===== src/rtl/output_credit_port.sv =====
// output_credit_port
//   Router output-port stage driving one inter-router channel straight into
//   the neighbour's input-queue FIFO. A credit counter mirrors the free slots
//   of that FIFO; a packet is admitted only when all of its flits fit
//   (virtual cut-through), and accepted flits leave through a single output
//   register, so each flit appears on the channel one cycle after it is accepted.
//
// Ports
//   clk               system clock
//   reset             synchronous, active-high reset
//   flit_valid_din    crossbar/arbiter presents a flit
//   flit_data_din     flit payload
//   credit_din        one pulse per flit read from the downstream FIFO
//   flit_ack_dout     flit accepted this cycle (combinational)
//   port_ready_dout   idle with credits for a whole packet (combinational)
//   write_strobe_dout registered write strobe to the downstream FIFO
//   channel_dout      registered flit to the downstream FIFO
//   credits_dout      current credit count
//   credit_error_dout sticky credit-overflow flag

`ifndef CHANNEL_WIDTH
`define CHANNEL_WIDTH 8
`endif
`ifndef BUFFER_DEPTH
`define BUFFER_DEPTH 8
`endif

module output_credit_port #(
   parameter int CHANNEL_WIDTH = `CHANNEL_WIDTH,
   parameter int BUFFER_DEPTH  = `BUFFER_DEPTH,
   parameter int PACKET_FLITS  = 4,
   localparam int CREDIT_WIDTH = $clog2(BUFFER_DEPTH + 1)
) (
   input  logic                     clk,
   input  logic                     reset,
   input  logic                     flit_valid_din,
   input  logic [CHANNEL_WIDTH-1:0] flit_data_din,
   input  logic                     credit_din,
   output logic                     flit_ack_dout,
   output logic                     port_ready_dout,
   output logic                     write_strobe_dout,
   output logic [CHANNEL_WIDTH-1:0] channel_dout,
   output logic [CREDIT_WIDTH-1:0]  credits_dout,
   output logic                     credit_error_dout
);

   localparam int CNT_W = (PACKET_FLITS > 1) ? $clog2(PACKET_FLITS) : 1;
   localparam logic [CREDIT_WIDTH-1:0] FULL_CREDITS = CREDIT_WIDTH'(BUFFER_DEPTH);
   localparam logic [CREDIT_WIDTH-1:0] PKT_CREDITS  = CREDIT_WIDTH'(PACKET_FLITS);
   localparam logic [CNT_W-1:0]        CNT_LOAD     = CNT_W'(PACKET_FLITS - 1);

   typedef enum logic {
      IDLE,
      SEND
   } state_t;

   state_t                  state, state_next;
   logic [CNT_W-1:0]        flit_cnt, flit_cnt_next;
   logic [CREDIT_WIDTH-1:0] credits;
   logic                    accept;

   assign port_ready_dout = (state == IDLE) && (credits >= PKT_CREDITS) && !reset;
   assign accept          = flit_valid_din && !reset &&
                            (((state == IDLE) && port_ready_dout) || (state == SEND));
   assign flit_ack_dout   = accept;
   assign credits_dout    = credits;

   always_ff @(posedge clk) begin
      if (reset) begin
         state    <= IDLE;
         flit_cnt <= '0;
      end else begin
         state    <= state_next;
         flit_cnt <= flit_cnt_next;
      end
   end

   // flit_cnt holds the flits still owed after the current one; the accept
   // that takes it to zero is the packet's last flit and returns to IDLE.
   always_comb begin
      state_next    = state;
      flit_cnt_next = flit_cnt;
      unique case (state)
         IDLE: begin
            if (accept) begin
               flit_cnt_next = CNT_LOAD;
               if (PACKET_FLITS > 1) state_next = SEND;
            end
         end
         SEND: begin
            if (accept) begin
               flit_cnt_next = flit_cnt - 1'b1;
               if (flit_cnt == CNT_W'(1)) state_next = IDLE;
            end
         end
         default: state_next = IDLE;
      endcase
   end

   // Credits were reserved at admission, so a decrement never sees zero.
   always_ff @(posedge clk) begin
      if (reset) begin
         credits           <= FULL_CREDITS;
         credit_error_dout <= 1'b0;
      end else if (accept && !credit_din) begin
         credits <= credits - 1'b1;
      end else if (credit_din && !accept) begin
         if (credits == FULL_CREDITS) credit_error_dout <= 1'b1;
         else                         credits <= credits + 1'b1;
      end
   end

   always_ff @(posedge clk) begin
      if (reset) begin
         write_strobe_dout <= 1'b0;
         channel_dout      <= '0;
      end else begin
         write_strobe_dout <= accept;
         if (accept) channel_dout <= flit_data_din;
      end
   end

endmodule

===== config.mk =====
export PLATFORM = sky130hd
export DESIGN_NAME = output_credit_port
export DESIGN_NICKNAME = d
export VERILOG_FILES = /design/src/rtl/output_credit_port.sv
export SDC_FILE = /design/constraint.sdc
export NUM_CORES = 1
export LEC_CHECK = 0
export CELL_PAD_IN_SITES_DETAIL_PLACEMENT = 1
export CELL_PAD_IN_SITES_GLOBAL_PLACEMENT = 1
export CORE_MARGIN = 4
export CORE_UTILIZATION = 30
export CTS_BUF_LIST = sky130_fd_sc_hd__clkbuf_4 sky130_fd_sc_hd__clkbuf_8
export CTS_CLUSTER_SIZE = 14
export DETAILED_ROUTE_END_ITERATION = 7
export PLACE_DENSITY_LB_ADDON = 0.25
export SLEW_MARGIN = 20
export SYNTH_ARGS = -nofsm -noshare
export SYNTH_HDL_FRONTEND = slang
export SYNTH_SLANG_ARGS = --single-unit

===== constraint.sdc =====
create_clock -name clk -period 2.89 [get_ports clk]
set_clock_uncertainty 0.1 [all_clocks]
set_input_delay 0.289 -clock clk [delete_from_list [all_inputs] [get_ports clk]]
set_output_delay 0.289 -clock clk [all_outputs]
set_load 0.02 [all_outputs]

**After elaboration in Yosys (flattened, before gate mapping)**

Index checks and enable logic that the tools add are counted.

- Add/sub/neg operators: 3
- Magnitude comparators: 1
- Eq/ne operators: 5
- Multiplexer cells: 10
- Bitwise gates (word level): 2
- Reductions and logical operators: 15

Operators by type and width:

| kind | number |
|---|---|
| 2-to-1 mux 4 bit | 3 |
| logical AND 1 bit | 7 |
| adder 4 x 1 -> 4 bit, second input constant | 1 |
| == test 4 bit, second input constant | 1 |
| >= comparator 4 x 3 -> 1 bit, second input constant | 1 |
| 2-to-1 mux 2 bit | 2 |
| != test 2 bit, second input constant | 2 |
| one-hot mux 2 bit (2 select lines) | 1 |
| AND reduction 2 bit | 2 |
| subtractor 4 x 1 -> 4 bit, second input constant | 1 |
| logical NOT 1 bit | 3 |
| 2-to-1 mux 1 bit | 3 |
| AND reduction 3 bit | 1 |
| == test 2 x 1 -> 1 bit, second input constant | 1 |
| != test 2 x 1 -> 1 bit, second input constant | 1 |
| NOT 1 bit | 2 |
| one-hot mux 1 bit (2 select lines) | 1 |
| nonzero test 2 bit | 1 |
| subtractor 2 x 1 -> 2 bit, second input constant | 1 |
| logical OR 1 bit | 1 |

- Register bits after elaboration: 17
- Input port bits: 12
- Output and inout port bits: 16
- Logic and storage cells: 42

**Depth between registers and ports, before layout**

Gate-level depths: netlist (run 1).

- Depth in word-level cells: 10
- Gate-level depth with buffers: 11
- Gate-level depth less buffers: 9

**Worst setup path after synthesis (run 1)**

Ideal clock, no wire load.

- Kind: reg2reg
- From: reg credits[2], in the netlist credits_dout[2]
- To: reg credits[2], in the netlist credits_dout[2]
- Setup time: 0.066 ns
- Data arrival time: 2.617 ns
- Setup slack: 0.107 ns
- Cell stages (with the launch flop): 11
- Buffers on the path: 2
- Period minus slack after synthesis: 2.783 ns
- Cells stage by stage: dfxtp_1 -> buf_6 -> o311a_1 -> clkbuf_1 -> ha_1 -> xor2_1 -> ha_1 -> a21oi_1 -> or3_1 -> a211o_1 -> a21oi_2

- Longest elaborated chain between the ends: 10

Ends and longest elaborated chain:

| item | line | source |
|---|---|---|
| start, declared | 59 | `logic [CREDIT_WIDTH-1:0] credits;` |
| start signal, assigned | 106 | `credits <= credits - 1'b1;` |
| start signal, assigned | 109 | `else credits <= credits + 1'b1;` |
| >= comparator 4 x 3 -> 1 bit (*) | 62 | `assign port_ready_dout = (state == IDLE) && (credits >= PKT_CREDITS) && !reset;` |
| logical AND 1 bit (*) (2 in series) | 62 |  |
| logical AND 1 bit (*) | 64 | `(((state == IDLE) && port_ready_dout) \|\| (state == SEND));` |
| logical OR 1 bit (*) | 64 |  |
| logical AND 1 bit (*) | 63 | `assign accept = flit_valid_din && !reset &&` |
| via flit_ack_dout | 39 | `output logic flit_ack_dout,` |
| logical NOT 1 bit | 107 | `end else if (credit_din && !accept) begin` |
| logical AND 1 bit | 107 |  |
| nonzero test 2 bit (no source line) | n/a |  |
| AND reduction 2 bit (no source line) | n/a |  |

Mark *: on every way through the listed nets, which the timed path passes. The rest lies on a longest branch. The select of a mux whose other input is x is not followed.
A chain may end at the register's enable or synchronous reset.

**Final worst setup path (run 1)**

- From: in flit_valid_din
- To: reg credits[2], in the netlist credits_dout[2]

- Longest elaborated chain between the ends: 6

Ends and longest elaborated chain:

| item | line | source |
|---|---|---|
| start, declared | 36 | `input logic flit_valid_din,` |
| logical AND 1 bit (*) (2 in series) | 63 |  |
| logical NOT 1 bit | 107 |  |
| logical AND 1 bit | 107 |  |
| nonzero test 2 bit (no source line) | n/a |  |
| AND reduction 2 bit (no source line) | n/a |  |

Every way passes the cells marked *; elsewhere a longest branch is shown, timed or not.

==> results.toml, run 1 <==
[clock_tree]
tritoncts = "yes"
cts_made_buffers = 3
clock_path_buffers = 2
h-tree-depth = 1
clock_latency_ns = 0.28
cts-root-buf = "clkbuf_4"
ctsHoldBuffers = 0
clk_pin_slew_ns = 0.09
clkSinkCount = 17
cts_setup_buffers = 0
cts_resized = 0

[die]
die-height_um = 59.95
io_pins = 28
die-area_mm2 = 0.003593
die_w_um = 59.95
start_util_pct = 32.09
num_rows = 18
core_area_mm2 = 0.002522

[global_route]
grt_max_degree = 22
track_usage_pct = 12.22
overflow = 0
grt_pass1_wl_um = 3318
grt_pass1_vias = 752
grt_antenna_before_repair = 0

[final_layout]
multiInputGateArea_um2 = 414.1
layout-area-overhead-vs-synth_pct = 40.03
regArea_um2 = 340.3
fillCellCount = 313
layout-drive-gt1-share_pct = 8.130
nNetsFinal = 141
antenna_cells = 0
final_core_util_pct = 44.94
final_cells = 153

[route]
drt_wl_total_um = 1969
viasPerCell = 4.732
drt_iter0_drc = 13
ant_nets = 0
wire_per_inst_um = 12.87
drt-pass1-iter-count = 4
drcViolationCount = 0
num_vias = 724

[setup_path]
r2r_slack_ns = 0.50
crit_start = "flit_valid_din"
critPathKind = "in -> reg"
setup.worst_path.end_class = "flop"
critPathMostFrequentCell = "ha_1"
critPathRequiredTime_ns = 3.02
critPathCapture = "credits_dout[2]$_SDFFE_PP0P_"
max_stage_delay_ns = 0.57
rr_endpoint = "credits_dout[2]$_SDFFE_PP0P_"
cp_slowest_cell = "clkdlybuf4s50_1"
cp-start-kind = "input pin"
crit_arrival_ns = 2.53
path_max_fanout = 8
worstRegToRegCells = 8
r2r_start = "credits_dout[2]$_SDFFE_PP0P_"
path_cells = "clkdlybuf4s50_1, o311a_1, ha_1, xor2_1, ha_1, a21oi_1, or3_1, a211o_1, a21oi_2"

[pwr]
power_leakage_uw = 0.0004447
peakVddDrop_uv = 357.3
power_density_mw_per_mm2 = 492.1

[yosys]
ys_ff_latch = 17
async_reset_ff_share_pct = 0
synth_seq_area_share_pct = 42.04
ys_warn_count = 0
ys.flop_type = "dfxtp_1"
avgSynthCellArea_um2 = 8.521
synth_area_um2 = 809.5
synthDistinctLibCells = 31
synth_cells = 95
synth-edff-count = 0
syn-num-nets = 112

[placed_design]
numPortBuffers = 27
gp_congestion = 0.6784
dp_cells = 149
dp_hpwl_um = 1517

[sta]
rsz0062_at_grt = "false"
setup_violations = 0
tns_ns = 0
period_share_pct = 83.29
max-slew-margin-rel_pct = 76.61
max_freq_mhz = 415.4
drv_slew = 0
hold_viol = 0
min_period_ns = 2.407
hold_ws_ns = 0.3535
tightest_slew_ns = 0.3504

[worst_hold_path]
hold_class = "reg -> reg"

[job]
cap_violations = 0

[run_status]
outcome = "complete, no violations"
report_power, final:
part           leakage [µW]  internal (µW)  switching (µW)
sequential         0.000140            255            20.6
clock             0.0000184           63.0            68.7
combinational      0.000286           78.6            72.1
total              0.000445            396             161
per-layer routing:
layer	routed length (µm)	track usage, %	part of all wire (%)
met5	0	0	0
met4	15	2.848	0.76
met3	98	4.536	5.0
met2	965	19.60	49
met1	890	15.47	45
synth_stat cells, types with 2 or more instances:
| cell | count | area, µm² |
|---|---|---|
| xnor2_1 | 2 | 17.52 |
| o21ai_0 | 3 | 15.01 |
| a21oi_1 | 5 | 25.02 |
| inv_1 | 4 | 15.01 |
| buf_2 | 2 | 10.01 |
| ha_1 | 5 | 62.56 |
| o21ai_1 | 8 | 40.04 |
| o311a_1 | 2 | 20.02 |
| nor2_1 | 5 | 18.77 |
| dfxtp_1 | 17 | 340.3 |
| clkbuf_1 | 2 | 7.510 |
| nand2_1 | 21 | 78.83 |
logic make-up (layout without fill, tap and decap cells):
| group | Yosys count | after routing | share of synthesized area (%) |
|---|---|---|---|
| AO/OA/AOI/OAI | 23 | 23 | 18.24 |
| adder cells (fa/ha/maj) | 5 | 5 | 7.728 |
| flip-flops | 17 | 17 | 42.04 |
| XOR/XNOR | 3 | 3 | 3.246 |
| multiplexers | 1 | 1 | 1.237 |
| buffers and inverters | 11 | 39 | 6.800 |
| AND/OR/NAND/NOR | 35 | 35 | 20.71 |
cell usage in the layout, fill, tap and decap left out, drive strengths merged:
cell,n
nand3b,1
a311oi,1
mux2i,1
nor2,5
xor2,1
nor4b,1
dfxtp,17
o21ai,11
clkdlybuf4s50,27
a21oi,6
nor2b,1
or3,1
and3b,1
nor3b,1
nor3,1
o221a,1
xnor2,2
and3,1
ha,5
inv,5
o311a,2
nand2,21
or4,1
buf,3
a211o,1
clkbuf,4
a32o,1
per-stage QoR:
stage	power, µW	cell area, µm²	setup slack, ns
after floorplan	364.5	809.5	0.1067
after global placement	429.9	1104	0.2827
after detailed placement	434.6	1104	0.1747
after CTS	570.3	1134	0.4711
after global routing	599.4	1134	0.3117
final	557.8	1134	0.4828
how the worst min path moves through the flow:
stage	from	to	slack [ns]	depth (start not counted)
2_1_floorplan	flit_data_din[0]	channel_dout[0]$_SDFFE_PP0P_	0.30	2
6_report	channel_dout[4]$_SDFFE_PP0P_	channel_dout[4]$_SDFFE_PP0P_	0.35	2
4_1_cts	channel_dout[4]$_SDFFE_PP0P_	channel_dout[4]$_SDFFE_PP0P_	0.36	2
3_3_place_gp	channel_dout[6]$_SDFFE_PP0P_	channel_dout[6]$_SDFFE_PP0P_	0.34	2
5_1_grt	channel_dout[3]$_SDFFE_PP0P_	channel_dout[3]$_SDFFE_PP0P_	0.39	2
3_5_place_dp	channel_dout[4]$_SDFFE_PP0P_	channel_dout[4]$_SDFFE_PP0P_	0.34	2
state kept, by name, indices dropped and copies added, names as in the netlist:
name               cells
credits_dout           4
credit_error_dout      1
state                  1
channel_dout           8
flit_cnt               2
write_strobe_dout      1
layout make-up:
class                           count  area share [%]
Clock buffer                        4           2.649
Inverter                            5           1.656
Multi-Input combinational cell     67           36.53
Sequential cell                    17           30.02
Tap cell                           30           3.311
Timing Repair Buffer               30           25.83
critical path: cells and delay by family:
| family | cells | cell delay, ns |
|---|---|---|
| compound gates | 4 | 0.70 |
| xor+xnor | 1 | 0.17 |
| fa+ha+maj | 2 | 0.45 |
| buf+inv | 1 | 0.57 |
| simple gates | 1 | 0.34 |
No activity file was read; power rests on OpenSTA's default activity.
==> run 2: changes to the inputs <==
clock period = 2.4 ns   (was 2.89 ns; I/O delays follow)
==> run 2 against run 1 <==
Sequential power is 20% higher. Via count is 4.8% higher. Register-to-register slack worse by 0.29 ns. Total power is 23% higher. Final cell count is 3.9% higher. Combinational power is 28% higher. Die area stayed put. First-iteration DRC count is 69% lower. Global-route usage is 0.67 points higher. Sequential share of layout area is 1.4 points lower. Worst hold slack better by 0.0020 ns. Critical path depth is 1 lower. Largest cell class unchanged. Largest power group unchanged.
==> results.toml, run 2 (synthesized netlist as in run 1, its figures left out) <==
[final_layout]
antenna_cells = 0
largest_reg_flops = 8
multiInputGateArea_um2 = 426.7
final_cell_mix = "26 x clkdlybuf4s50_1, 21 x nand2_1, 16 x dfxtp_1, 9 x buf_4, 8 x o21ai_1"
regArea_um2 = 341.6
regMostFlops = "channel_dout"
fillCellCount = 322
final_common_cell = "clkdlybuf4s50_1"
layout-area-overhead-vs-synth_pct = 47.60
layout-drive-gt1-share_pct = 13.95
nNetsFinal = 147

[route]
viasPerCell = 4.774
ant_nets = 0
drt-pass1-iter-count = 2
drt_wl_total_um = 2079
drt_iter0_drc = 4
num_vias = 759
drcViolationCount = 0
wire_per_inst_um = 13.08

[placed_design]
gp_congestion = 0.7739
dp_hpwl_um = 1622
pre_cts_ws_ns = -0.03282
numPortBuffers = 27

[die]
num_rows = 18
start_util_pct = 32.09
core_area_mm2 = 0.002522
die-area_mm2 = 0.003593
die_w_um = 59.95
die-height_um = 59.95
io_pins = 28

[setup_path]
critPathKind = "reg -> reg"
cp-start-kind = "flop"
crit_arrival_ns = 2.31
path_cells = "o311a_1, ha_4, xor2_1, ha_1, a21oi_1, or3_1, a211o_1, a21oi_2"
max_stage_delay_ns = 0.37
cp_slowest_cell = "dfxtp_1"
critPathRequiredTime_ns = 2.52
path_max_fanout = 6
setup.worst_path.end_class = "flop"

[global_route]
grt_antenna_before_repair = 0
track_usage_pct = 12.89
grt_pass1_vias = 820
overflow = 0
grt_pass1_wl_um = 3567
grt_max_degree = 21

[sta]
rsz0062_at_grt = "false"
max-slew-margin-rel_pct = 74.54
hold_ws_ns = 0.3555
tns_ns = 0
setup_violations = 0
setup_slack_ns = 0.2145
min_period_ns = 2.185
tightest_slew_ns = 0.3810
period_share_pct = 91.06
hold_viol = 0
max_freq_mhz = 457.6
drv_slew = 0

[clock_tree]
h-tree-depth = 1
cts_made_buffers = 3
clock_latency_ns = 0.29
ctsHoldBuffers = 0
cts_resized = 0
clkSinkCount = 17
cts_setup_buffers = 0
clock_path_buffers = 2
cts-root-buf = "clkbuf_4"
tritoncts = "yes"
clk_pin_slew_ns = 0.10

[job]
cap_violations = 0

[pwr]
p_int_uw = 483.4
power_density_mw_per_mm2 = 574.3
combPwrFrac_pct = 28.2
peakVddDrop_uv = 409.6
seqPwrFrac_pct = 48.0
power.switching_uw = 202.7
p_clk_share_pct = 23.8
power_leakage_uw = 0.0004877
p_sw_share_pct = 29.55
total_power_uw = 686.2

[run_status]
outcome = "complete, no violations"

[worst_hold_path]
hold_class = "reg -> reg"
run 2: cell count changes in the layout (fill, tap and decap cells not counted), sizes merged:
cell / previous run / this run
buf: 3 / 9
dlymetal6s2s: 0 / 1
clkdlybuf4s50: 27 / 26
run 2: final timing paths:
path,from,end,slack (ns),cells after the start
max,state$_SDFF_PP0_,credits_dout[2]$_SDFFE_PP0P_,0.21,8
min reg2reg,channel_dout[4]$_SDFFE_PP0P_,channel_dout[4]$_SDFFE_PP0P_,0.36,2
max reg2reg,state$_SDFF_PP0_,credits_dout[2]$_SDFFE_PP0P_,0.21,8
min,channel_dout[4]$_SDFFE_PP0P_,channel_dout[4]$_SDFFE_PP0P_,0.36,2
run 2: routing by layer:
layer	GRT usage, %	part of all wire (%)	vias to the layer above
li1	-	-	390
met1	16.41	48	355
met2	21.60	48	14
met3	4.104	4.1	0
met4	1.899	0	0
met5	0	0	-
run 2: worst max-delay path: cells and delay by family (launching register included):
family | cells | cell delay [ns]
AOI/OAI and AO/OA | 4 | 0.83
DFF | 1 | 0.37
adders and majority gates | 2 | 0.35
and+or+nand+nor | 1 | 0.33
xor gates and xnor gates | 1 | 0.14
run 2: metrics by stage:
| stage | area [µm²] | instances | util (%) |
|---|---|---|---|
| global route | 1195 | 159 | 47.37 |
| finish | 1195 | 159 | 47.37 |
| floorplan | 833.3 | 95 | - |
| CTS | 1192 | 159 | 47.27 |
| detailed placement | 1162 | 155 | 46.08 |
| global placement | 1162 | 155 | 46.08 |
run 2: cell type report:
cell class              instances  share of cell area [%]
repair buffers                 36                   28.48
flip-flops and latches         17                   28.59
inverters                       5                   1.571
well taps                      30                   3.141
clock buffers                   4                   2.513
multi-input cells              67                   35.71
run 2: power groups by stage:
stage                     logic (µW)  registers (µW)  clock network (µW)
after floorplan                 87.0             356                   0
after global placement           191             336                   0
after detailed placement         197             337                   0
after CTS                        198             330                 172
after global routing             213             334                 187
final                            194             329                 163
